<file path="config.mk">
export PLATFORM = sky130hd
export DESIGN_NAME = dm_arbiter_flat
export DESIGN_NICKNAME = d
export VERILOG_FILES = /design/src/rtl/dm_arbiter_if.sv /design/src/rtl/dm_arbiter.sv /design/src/flat_wrapper.sv
export SDC_FILE = /design/constraint.sdc
export NUM_CORES = 1
export LEC_CHECK = 0
export ABC_CLOCK_PERIOD_IN_PS = 1220
export CAP_MARGIN = 40
export CORE_AREA = 2 2 148 150
export CTS_CLUSTER_DIAMETER = 80
export DETAILED_ROUTE_END_ITERATION = 16
export DIE_AREA = 0 0 150 152
export HOLD_SLACK_MARGIN = 0.08
export PLACE_DENSITY = 0.75
export SYNTH_ARGS = -nofsm -noshare
export SYNTH_HDL_FRONTEND = slang
export SYNTH_SLANG_ARGS = --single-unit
</file>
<file path="constraint.sdc">
create_clock -name clk -period 1.22 [get_ports clk]
set_input_delay 0.244 -clock clk [delete_from_list [all_inputs] [get_ports clk]]
set_output_delay 0.244 -clock clk [all_outputs]
set_load 0.05 [all_outputs]
</file>
<file path="src/rtl/dm_arbiter_if.sv">
// Bundle of the two requester ports and the data-memory port of dm_arbiter.
// The arbiter connects through the slave modport; the requesters and the
// memory together form the master side.
// Handshake: a requester raises req with all fields stable and holds them
// until the cycle in which its ack is high; ack is a one-cycle pulse and
// rdata is valid only while ack is high (0 otherwise).
interface dm_arbiter_if #(
    parameter int AW = 10
);
    // Requester 0 (CPU load/store path)
    logic        req0;
    logic        we0;
    logic [31:0] addr0;
    logic [3:0]  be0;
    logic [31:0] wdata0;
    logic [31:0] pc0;
    logic        ack0;
    logic [31:0] rdata0;

    // Requester 1 (debug/DMA port)
    logic        req1;
    logic        we1;
    logic [31:0] addr1;
    logic [3:0]  be1;
    logic [31:0] wdata1;
    logic [31:0] pc1;
    logic        ack1;
    logic [31:0] rdata1;

    // Data memory side
    logic [31:0]   dm_pc;
    logic          dm_we;
    logic [AW-1:0] dm_addr;
    logic [31:0]   dm_din;
    logic [31:0]   dm_dout;

    // Current FSM state, for observation only (IDLE=0, SERVE=1, ACK=2)
    logic [1:0]    fsm_state;

    modport slave (
        input  req0, we0, addr0, be0, wdata0, pc0,
        output ack0, rdata0,
        input  req1, we1, addr1, be1, wdata1, pc1,
        output ack1, rdata1,
        output dm_pc, dm_we, dm_addr, dm_din,
        input  dm_dout,
        output fsm_state
    );

    modport master (
        output req0, we0, addr0, be0, wdata0, pc0,
        input  ack0, rdata0,
        output req1, we1, addr1, be1, wdata1, pc1,
        input  ack1, rdata1,
        input  dm_pc, dm_we, dm_addr, dm_din,
        output dm_dout,
        input  fsm_state
    );
endinterface

</file>
<file path="src/rtl/dm_arbiter.sv">
// Two-requester round-robin arbiter for the single-port data memory.
// Each access takes IDLE -> SERVE -> ACK. Byte-enable stores are done as a
// read-modify-write inside the single SERVE cycle: the memory's combinational
// read data is merged with the write data and written back on the same edge.
module dm_arbiter #(
    parameter int AW = 10
) (
    input  logic         clk,
    input  logic         reset,
    dm_arbiter_if.slave  bus
);

    typedef enum logic [1:0] {
        IDLE  = 2'd0,
        SERVE = 2'd1,
        ACK   = 2'd2
    } state_t;

    state_t        state;
    logic          rr;          // requester with priority when both request
    logic          gnt_id;      // requester owning the current access
    logic          we_q;
    logic [3:0]    be_q;
    logic [31:0]   wdata_q;
    logic [31:0]   pc_q;
    logic [AW-1:0] addr_q;
    logic          we_pulse;    // high exactly during SERVE of a real write
    logic [31:0]   din_q;       // last merged word, held outside SERVE
    logic          ack0_q;
    logic          ack1_q;
    logic [31:0]   rdata0_q;
    logic [31:0]   rdata1_q;

    logic          gnt_valid;
    logic          gnt_sel;
    logic [31:0]   mask;
    logic [31:0]   merged;

    // Address bits outside the word index carry no meaning here.
    logic          unused_addr_bits;
    assign unused_addr_bits = ^{bus.addr0[31:AW+2], bus.addr0[1:0],
                                bus.addr1[31:AW+2], bus.addr1[1:0]};

    // Round-robin pick: a lone requester always wins, a tie goes to rr.
    always_comb begin
        gnt_valid = bus.req0 | bus.req1;
        gnt_sel   = 1'b0;
        if (bus.req0 && bus.req1) begin
            gnt_sel = rr;
        end else if (bus.req1) begin
            gnt_sel = 1'b1;
        end
    end

    // Byte-lane merge of the current memory word with the latched write data.
    always_comb begin
        mask   = {{8{be_q[3]}}, {8{be_q[2]}}, {8{be_q[1]}}, {8{be_q[0]}}};
        merged = (bus.dm_dout & ~mask) | (wdata_q & mask);
    end

    // Reset must block a write even if it lands on the SERVE edge, so the
    // registered write pulse is gated by reset itself.
    assign bus.dm_we     = we_pulse & ~reset;
    assign bus.dm_addr   = addr_q;
    assign bus.dm_pc     = pc_q;
    assign bus.dm_din    = (state == SERVE) ? merged : din_q;
    assign bus.ack0      = ack0_q;
    assign bus.ack1      = ack1_q;
    assign bus.rdata0    = rdata0_q;
    assign bus.rdata1    = rdata1_q;
    assign bus.fsm_state = state;

    // Access FSM: grant and latch in IDLE, memory access in SERVE, ack pulse in ACK.
    always_ff @(posedge clk) begin
        if (reset) begin
            state    <= IDLE;
            rr       <= 1'b0;
            gnt_id   <= 1'b0;
            we_q     <= 1'b0;
            be_q     <= 4'd0;
            wdata_q  <= 32'd0;
            pc_q     <= 32'd0;
            addr_q   <= '0;
            we_pulse <= 1'b0;
            din_q    <= 32'd0;
            ack0_q   <= 1'b0;
            ack1_q   <= 1'b0;
            rdata0_q <= 32'd0;
            rdata1_q <= 32'd0;
        end else begin
            ack0_q   <= 1'b0;
            ack1_q   <= 1'b0;
            rdata0_q <= 32'd0;
            rdata1_q <= 32'd0;
            we_pulse <= 1'b0;
            case (state)
                IDLE: begin
                    if (gnt_valid) begin
                        gnt_id  <= gnt_sel;
                        rr      <= ~gnt_sel;
                        if (gnt_sel) begin
                            we_q     <= bus.we1;
                            be_q     <= bus.be1;
                            wdata_q  <= bus.wdata1;
                            pc_q     <= bus.pc1;
                            addr_q   <= bus.addr1[AW+1:2];
                            we_pulse <= bus.we1 & (|bus.be1);
                        end else begin
                            we_q     <= bus.we0;
                            be_q     <= bus.be0;
                            wdata_q  <= bus.wdata0;
                            pc_q     <= bus.pc0;
                            addr_q   <= bus.addr0[AW+1:2];
                            we_pulse <= bus.we0 & (|bus.be0);
                        end
                        state <= SERVE;
                    end
                end
                SERVE: begin
                    din_q <= merged;
                    // Read data is the word as it stood before any write.
                    if (gnt_id) begin
                        ack1_q   <= 1'b1;
                        rdata1_q <= bus.dm_dout;
                    end else begin
                        ack0_q   <= 1'b1;
                        rdata0_q <= bus.dm_dout;
                    end
                    state <= ACK;
                end
                ACK: begin
                    state <= IDLE;
                end
                default: begin
                    state <= IDLE;
                end
            endcase
        end
    end

endmodule

</file>
<file path="src/flat_wrapper.sv">
// flat-port wrapper written by rule: the top's interface ports become plain ports
module dm_arbiter_flat 
#(
    parameter int AW = 10
)
  (clk, reset, bus_req0, bus_we0, bus_addr0, bus_be0, bus_wdata0, bus_pc0, bus_ack0, bus_rdata0, bus_req1, bus_we1, bus_addr1, bus_be1, bus_wdata1, bus_pc1, bus_ack1, bus_rdata1, bus_dm_pc, bus_dm_we, bus_dm_addr, bus_dm_din, bus_dm_dout, bus_fsm_state);
  dm_arbiter_if #(.AW(AW)) bus_i ();
  input  logic clk;
  input  logic reset;
  input wire logic [$bits(bus_i.req0)-1:0] bus_req0;
  input wire logic [$bits(bus_i.we0)-1:0] bus_we0;
  input wire logic [$bits(bus_i.addr0)-1:0] bus_addr0;
  input wire logic [$bits(bus_i.be0)-1:0] bus_be0;
  input wire logic [$bits(bus_i.wdata0)-1:0] bus_wdata0;
  input wire logic [$bits(bus_i.pc0)-1:0] bus_pc0;
  output wire logic [$bits(bus_i.ack0)-1:0] bus_ack0;
  output wire logic [$bits(bus_i.rdata0)-1:0] bus_rdata0;
  input wire logic [$bits(bus_i.req1)-1:0] bus_req1;
  input wire logic [$bits(bus_i.we1)-1:0] bus_we1;
  input wire logic [$bits(bus_i.addr1)-1:0] bus_addr1;
  input wire logic [$bits(bus_i.be1)-1:0] bus_be1;
  input wire logic [$bits(bus_i.wdata1)-1:0] bus_wdata1;
  input wire logic [$bits(bus_i.pc1)-1:0] bus_pc1;
  output wire logic [$bits(bus_i.ack1)-1:0] bus_ack1;
  output wire logic [$bits(bus_i.rdata1)-1:0] bus_rdata1;
  output wire logic [$bits(bus_i.dm_pc)-1:0] bus_dm_pc;
  output wire logic [$bits(bus_i.dm_we)-1:0] bus_dm_we;
  output wire logic [$bits(bus_i.dm_addr)-1:0] bus_dm_addr;
  output wire logic [$bits(bus_i.dm_din)-1:0] bus_dm_din;
  input wire logic [$bits(bus_i.dm_dout)-1:0] bus_dm_dout;
  output wire logic [$bits(bus_i.fsm_state)-1:0] bus_fsm_state;
  assign bus_i.req0 = bus_req0;
  assign bus_i.we0 = bus_we0;
  assign bus_i.addr0 = bus_addr0;
  assign bus_i.be0 = bus_be0;
  assign bus_i.wdata0 = bus_wdata0;
  assign bus_i.pc0 = bus_pc0;
  assign bus_ack0 = bus_i.ack0;
  assign bus_rdata0 = bus_i.rdata0;
  assign bus_i.req1 = bus_req1;
  assign bus_i.we1 = bus_we1;
  assign bus_i.addr1 = bus_addr1;
  assign bus_i.be1 = bus_be1;
  assign bus_i.wdata1 = bus_wdata1;
  assign bus_i.pc1 = bus_pc1;
  assign bus_ack1 = bus_i.ack1;
  assign bus_rdata1 = bus_i.rdata1;
  assign bus_dm_pc = bus_i.dm_pc;
  assign bus_dm_we = bus_i.dm_we;
  assign bus_dm_addr = bus_i.dm_addr;
  assign bus_dm_din = bus_i.dm_din;
  assign bus_i.dm_dout = bus_dm_dout;
  assign bus_fsm_state = bus_i.fsm_state;
  dm_arbiter #(.AW(AW)) u_core (.clk(clk), .reset(reset), .bus(bus_i));
endmodule
</file>
==> impl_metrics.prom <==
# TYPE chip_impl_metric gauge
chip_impl_info{name="cp-end-kind",value="output pin"} 1
chip_impl_metric{name="insertedDiodeCount",unit=""} 0
chip_impl_metric{name="stdcell_area",unit="mm^2"} 0.0163
chip_impl_metric{name="die_width",unit="um"} 150
chip_impl_metric{name="maximum_number_of_pins_on_one_net_before_global_route_repair",unit=""} 60
chip_impl_metric{name="synth_cell_type_count",unit=""} 31
chip_impl_info{name="outcome",value="finished with violations"} 1
chip_impl_info{name="crit_path_start_kind",value="register"} 1
chip_impl_metric{name="syn2layout_area_growth",unit="%"} 118
chip_impl_metric{name="post-route-min-period",unit="ps"} 1830
chip_impl_metric{name="number_of_buffers_inserted_by_port_buffering",unit=""} 336
chip_impl_metric{name="tritoncts.num_buffers",unit=""} 17
chip_impl_metric{name="track_usage",unit="%"} 28.8
chip_impl_metric{name="drt-wirelength-per-cell",unit="um"} 23.8
chip_impl_metric{name="met1_usage",unit="%"} 32.7
chip_impl_metric{name="yosysSeqAreaShare",unit="%"} 48.5
chip_impl_metric{name="leakage",unit="nW"} 6.30
chip_impl_metric{name="drc_errors",unit=""} 0
chip_impl_metric{name="firstDrtPassIters",unit=""} 5
chip_impl_metric{name="detailedPlace.worstSlack",unit="ps"} -655
chip_impl_metric{name="syn_area",unit="mm^2"} 0.00747
chip_impl_metric{name="totalPowerFinal",unit="mW"} 19.7
chip_impl_metric{name="postSynthNetCount",unit=""} 1073
chip_impl_metric{name="start_util",unit="%"} 35.0
chip_impl_metric{name="report.final.hold_viol_count",unit=""} 0
chip_impl_info{name="synth.largest_area_cell",value="dfxtp_1"} 1
chip_impl_metric{name="power_density",unit="mW/mm^2"} 1210
chip_impl_metric{name="overflow",unit=""} 0
chip_impl_metric{name="finalHoldWorstSlack",unit="ps"} 144
chip_impl_metric{name="clockBufferDepth",unit=""} 2
chip_impl_info{name="most_used_routing_layer_in_global_routing",value="met2"} 1
chip_impl_metric{name="global_route_wire_length_before_repair",unit="mm"} 50.4
chip_impl_metric{name="clk_transition_reported_paths",unit="ps"} 70
chip_impl_metric{name="global_route.usage.met3",unit="%"} 8.08
chip_impl_metric{name="worst-endpoint-required",unit="ps"} 980
chip_impl_metric{name="dpl.hpwl",unit="mm"} 19.8
chip_impl_metric{name="final_nets",unit=""} 1496
chip_impl_metric{name="totalWireLength",unit="mm"} 36.8
chip_impl_metric{name="synthArstFlopShare",unit="%"} 0
chip_impl_metric{name="clock_sinks",unit=""} 181
chip_impl_metric{name="final.fill_count",unit=""} 1320
chip_impl_metric{name="maximum_fanout_encountered_on_the_critical_timing_path",unit=""} 9
chip_impl_metric{name="worst_skew_pair.late_latency",unit="ps"} 430
chip_impl_metric{name="htree_levels",unit=""} 4
chip_impl_metric{name="postSynthAreaPerCell",unit="um^2"} 8.95
chip_impl_info{name="post-synth-top-count-cell",value="dfxtp_1"} 1
chip_impl_metric{name="die_h",unit="um"} 152
chip_impl_metric{name="antenna_found_initial",unit=""} 0
chip_impl_metric{name="max_cap_violations",unit=""} 0
chip_impl_info{name="rsz0062_at_grt",value="yes"} 1
chip_impl_metric{name="final_critical_path_setup_slack",unit="ps"} -610
chip_impl_info{name="post_synth_most_frequent_cells",value="dfxtp_1 (181), a21oi_1 (102), nand2_1 (98)"} 1
chip_impl_metric{name="worst_slew_margin_rel",unit="%"} 77.4
chip_impl_metric{name="postRouteAntennaNets",unit=""} 0
chip_impl_metric{name="synthesis.instances",unit=""} 835
chip_impl_metric{name="final_max_slew_viol_count",unit=""} 0
chip_impl_info{name="type_of_the_most_critical_hold_path",value="input pin to register"} 1
chip_impl_metric{name="core",unit="mm^2"} 0.0214
chip_impl_metric{name="yosys_register_bits",unit=""} 181
chip_impl_metric{name="synth_top_area_share",unit="%"} 48.5
chip_impl_metric{name="detail_route.vias_per_cell",unit=""} 5.60
chip_impl_metric{name="die_area",unit="mm^2"} 0.0228
chip_impl_metric{name="crit_arrival",unit="ps"} 1590
chip_impl_metric{name="dr.first_iter.drc_count",unit=""} 557
chip_impl_info{name="synth_area_leaders",value="dfxtp_1 (49%), a311oi_1 (8.0%), a21oi_1 (6.8%)"} 1
chip_impl_metric{name="worst_clock_skew",unit="ps"} 15.2
chip_impl_info{name="cts_tree",value="done"} 1
chip_impl_info{name="critical_path_class",value="register to output pin"} 1
chip_impl_metric{name="place.gp.congestion",unit=""} 0.816
chip_impl_metric{name="ys_warn_count",unit=""} 0
chip_impl_info{name="clock-root-buffer",value="clkbuf_16"} 1
chip_impl_metric{name="tightest_slew",unit="ps"} 337
chip_impl_metric{name="holdBufCountCts",unit=""} 0
chip_impl_info{name="violated_checks",value="setup timing"} 1
chip_impl_metric{name="drive_gt1_share",unit="%"} 48.9
chip_impl_metric{name="maxClockFrequency",unit="MHz"} 547
chip_impl_metric{name="floorplan.io_pins",unit=""} 381
chip_impl_metric{name="grt_pass1_vias",unit=""} 8871
chip_impl_metric{name="vias",unit=""} 8675
chip_impl_metric{name="row_count",unit=""} 54
chip_impl_metric{name="final_setup_violating_endpoints",unit=""} 200
chip_impl_metric{name="place_area",unit="mm^2"} 0.0134
chip_impl_metric{name="ir_drop",unit="V"} 0.000795
chip_impl_metric{name="synth_edf_count",unit=""} 0
chip_impl_metric{name="finalCritPeriodShare",unit="%"} 150
chip_impl_metric{name="grt.met2_usage",unit="%"} 50.4
chip_impl_info{name="postSynth.topFlopCell",value="dfxtp_1"} 1
## per-layer routing
metal	vias to the layer above	wire [um]
met5	-	0
met4	0	1550
met3	112	3190
met2	471	18900
met1	4222	13200
li1	3870	-
## final cells by class
cell class	count	area, um^2	area share [%]
timing repair buffer	495	7050	43.3
multi-input combinational	562	4580	28.1
sequential	181	3730	22.9
clock buffer	17	425	2.61
tap	280	350	2.15
clock inverter	14	140	0.861
inverter	1	3.75	0.0231
## stage by stage
stage / TNS, ps / utilization (%) / instances
final: -84800 / 76.2 / 1550
after CTS: -86050 / 72.9 / 1539
after global placement: -62540 / 62.9 / 1447
after floorplan: -9530 / - / 835
after global routing: -97000 / 76.2 / 1550
after detailed placement: -68480 / 62.9 / 1447
## critical path: stages, from the launching register on
cell,delay (ps)
dfxtp_2,340
buf_12,140
mux2_2,400
nand2_8,80
nand2_4,60
buf_12,140
## cells in the final DEF (no fill, tap or decap), types with 43 or more instances in the layout
cell	instances
clkdlybuf4s50_1	191
buf_12	179
dfxtp_1	113
a21oi_1	82
o21ai_0	78
nand3_1	78
buf_4	62
dfxtp_2	59
nand2_4	57
and2_1	57
a311oi_1	43
## repair_timing
item / CTS / global route
setup buffers: 42 / 21
endpoints found under the setup margin: 247 / 234
resized for setup: 212 / 155
cloned: 20 / 12
pin swaps: 23 / 49
## state kept, by name, indices dropped and copies added, names as in the netlist
signal and flops:
u_core.bus.ack0 1, u_core.we_pulse 1, u_core.rr 1, u_core.bus.dm_pc 32, u_core.bus.rdata1 32, u_core.bus.fsm_state 2
u_core.bus.ack1 1, u_core.gnt_id 1, u_core.din_q 32, u_core.be_q 4, u_core.bus.rdata0 32, u_core.wdata_q 32
u_core.bus.dm_addr 10
## kinds of logic (layout without fill, tap and decap cells)
kind of cell,count (synthesis),after routing,share of synthesized area (%)
buffers and inverters,92,527,5.90
AO/OA/AOI/OAI,272,272,23.6
AND/OR/NAND/NOR,258,258,17.2
multiplexers,32,32,4.82
flip-flops,181,181,48.5
## where the power goes
part / internal (mW) / switching, mW / total [mW]
combinational: 3.84 / 3.76 / 7.60
clock: 2.70 / 2.66 / 5.36
sequential: 6.39 / 0.401 / 6.79
## worst paths after layout
check	start	end	slack (ps)	cells past startpoint
setup reg to reg	u_core.bus.fsm_state[0]$_SDFFE_PP0P_	u_core.bus.rdata1[6]$_SDFF_PP0_	-540	9
hold reg to reg	u_core.din_q[21]$_SDFF_PP0_	u_core.din_q[21]$_SDFF_PP0_	490	2
setup / recovery	u_core.be_q[2]$_SDFFE_PP0P_	bus_dm_din[20]	-610	5
hold / removal	reset	u_core.rr$_SDFFE_PP0P_	140	2
Power figures use the tool's default switching activity.
==> edit, RTL diff (config.mk and constraints unchanged) <==
`AW` is set to 10 in 3 places; all go to 11.
--- a/src/rtl/dm_arbiter_if.sv
+++ b/src/rtl/dm_arbiter_if.sv
@@ -5,7 +5,7 @@
 // until the cycle in which its ack is high; ack is a one-cycle pulse and
 // rdata is valid only while ack is high (0 otherwise).
 interface dm_arbiter_if #(
-    parameter int AW = 10
+    parameter int AW = 11
 );
     // Requester 0 (CPU load/store path)
     logic        req0;
--- a/src/rtl/dm_arbiter.sv
+++ b/src/rtl/dm_arbiter.sv
@@ -3,7 +3,7 @@
 // read-modify-write inside the single SERVE cycle: the memory's combinational
 // read data is merged with the write data and written back on the same edge.
 module dm_arbiter #(
-    parameter int AW = 10
+    parameter int AW = 11
 ) (
     input  logic         clk,
     input  logic         reset,
--- a/src/flat_wrapper.sv
+++ b/src/flat_wrapper.sv
@@ -1,7 +1,7 @@
 // flat-port wrapper written by rule: the top's interface ports become plain ports
 module dm_arbiter_flat 
 #(
-    parameter int AW = 10
+    parameter int AW = 11
 )
   (clk, reset, bus_req0, bus_we0, bus_addr0, bus_be0, bus_wdata0, bus_pc0, bus_ack0, bus_rdata0, bus_req1, bus_we1, bus_addr1, bus_be1, bus_wdata1, bus_pc1, bus_ack1, bus_rdata1, bus_dm_pc, bus_dm_we, bus_dm_addr, bus_dm_din, bus_dm_dout, bus_fsm_state);
   dm_arbiter_if #(.AW(AW)) bus_i ();
Interface: changed (resized bus_dm_addr); port bits go from 381 to 382. The function was not compared with the original's and may differ.
==> edit against the unedited design <==
The run still ends with setup timing left. Synthesized area decreased by 1.3%. Routed wire length is 2.1% lower. Sequential cell count increased by 1. Total power increased by 1.6%. Setup slack got worse by 0.021 ns. Hold slack improved by 0.15 ns. Via count is 0.98% higher. Die area stayed put. Synthesized cell count increased by 0.60%. Sequential share of layout area decreased by 0.13 points. Cell area is 0.15% lower.
==> edit: results (changes against the unedited design) <==
[finish]
final_net_count = 1509  ; was 1496
fillers = 1301  ; was 1320
drive_gt1_share_pct = 45.2  ; was 48.9%

[placed_design]
place.gp.congestion = 0.801  ; was 0.816
dp_slack_ns = -0.545  ; was -0.655 ns
portBuffers = 339  ; was 336
dpl_cell_area_um2 = 13500  ; was 13400 um^2
dp_hpwl_mm = 20.4  ; was 19.8 mm

[synthesis]
synth.distinct_cells = 26  ; was 31
syn_area_per_cell_um2 = 8.78  ; was 8.95 um^2
synthTopCellsByArea = dfxtp_1 49%, a311oi_1 9.4%, a21oi_1 7.7%  ; was dfxtp_1 49%, a311oi_1 8.0%, a21oi_1 6.8%
ys.flop_type = dfxtp_1  ; unchanged
yosysWarnings = 0  ; unchanged
async_reset_ff_share_pct = 0  ; unchanged
ys_seq_area_share_pct = 49.4  ; was 48.5%
synthTopCellsByCount = 182 x dfxtp_1, 113 x a21oi_1, 98 x nand2_1  ; was 181 x dfxtp_1, 102 x a21oi_1, 98 x nand2_1
syn-num-nets = 1078  ; was 1073

[timing]
worstMarginPinSlew_ns = 0.428  ; was 0.337 ns
setup_ws_ns = -0.630  ; was -0.610 ns
finalSetupViolations = 205  ; was 200
setup-tns-final_ns = -62.96  ; was -84.80 ns
final.setup_skew_ns = 0.0156  ; was 0.0152 ns

[power_and_ir_drop]
ir_worst_vdd_mv = 0.958  ; was 0.795 mV
leakagePower_nw = 6.48  ; was 6.30 nW
pwr_density_cell_nw_per_um2 = 1230  ; was 1210 nW/um^2

[detailed_routing]
highest_layer = met4  ; unchanged
first_iter_violations = 601  ; was 557
wirelength_mm = 36.1  ; was 36.8 mm
viasPerCell = 5.60  ; about the same
route.met2.wl_mm = 18.2  ; was 18.9 mm
drt-pass1-iter-count = 5  ; unchanged
vias = 8760  ; was 8675
met1Wirelength_mm = 12.9  ; was 13.2 mm
wl_met3_mm = 3.20  ; was 3.19 mm

[global_route]
gr-usage-met2_pct = 50.1  ; was 50.4%
grt_max_degree = 43  ; was 60
use_met3_pct = 8.44  ; was 8.08%
grt_pass1_wl_mm = 50.9  ; was 50.4 mm
grt_usage_pct = 29.4  ; was 28.8%
use_met1_pct = 33.2  ; was 32.7%
grt_antenna_before_repair = 1  ; was 0
grt_pass1_vias = 8742  ; was 8871

[worst_setup_path]
arrival_ns = 1.61  ; was 1.59 ns
critPathMaxFanout = 8  ; was 9

[cts]
path_clk_slew_ns = 0.08
htreeDepth = 4  ; unchanged
cts-buffers-inserted = 17  ; unchanged
clk_path_buf_depth = 2  ; unchanged
cts_root_buffer = clkbuf_16  ; unchanged
clk_latency_ns = 0.44

[status]
outcome = finished, violations left  ; unchanged
violations = setup timing  ; unchanged

[worst_hold_path]
hp-class = input pin to flop  ; unchanged

edit: kinds of logic (layout without fill, tap and decap cells):
| family | count (synthesis) | count (layout) | share of synthesized area, % |
|---|---|---|---|
| AOI/OAI and AO/OA | 275 | 275 | 22.7 |
| and+or+nand+nor | 259 | 259 | 17.4 |
| DFF | 182 | 182 | 49.4 |
| buffers and inverters | 92 | 536 | 5.58 |
| muxes | 32 | 32 | 4.89 |
| other | 0 | 1 | 0 |
edit: layout make-up:
class / count / share of cell area, %
repair buffers: 503 / 44.6
multi-input cells: 566 / 26.9
flip-flops and latches: 182 / 22.8
clock buffers: 18 / 2.64
well taps: 280 / 2.16
clock inverters: 14 / 0.916
inverters: 1 / 0.0231
diodes: 1 / 0.0154
edit: report_power, final:
part | internal (mW) | switching, mW | total [mW]
Clock | 2.77 | 2.80 | 5.57
Sequential | 6.42 | 0.402 | 6.82
Combinational | 3.96 | 3.71 | 7.67
Total | 13.1 | 6.91 | 20.1
edit: final timing paths:
check,from,endpoint,slack (ns),depth (start not counted)
min reg2reg,u_core.din_q[26],u_core.din_q[26],0.48,2
max,u_core.be_q[1],bus_dm_din[11],-0.63,5
min,reset,u_core.bus.ack0,0.30,3
max reg2reg,u_core.bus.fsm_state[0],u_core.bus.dm_addr[0],-0.43,8
edit: timing repair:
action / 4_1_cts / 5_1_grt
gates cloned: 29 / 6
gates resized for setup: 215 / 93
pin swaps: 54 / 60
buffers inserted: 49 / 11
setup endpoints to repair: 246 / 223
edit: critical path, stage by stage (launching register included):
cell and delay, ns:
dfxtp_2 0.37, buf_12 0.15, mux2_2 0.37, nand2_4 0.09, nand2_4 0.05, buf_12 0.14
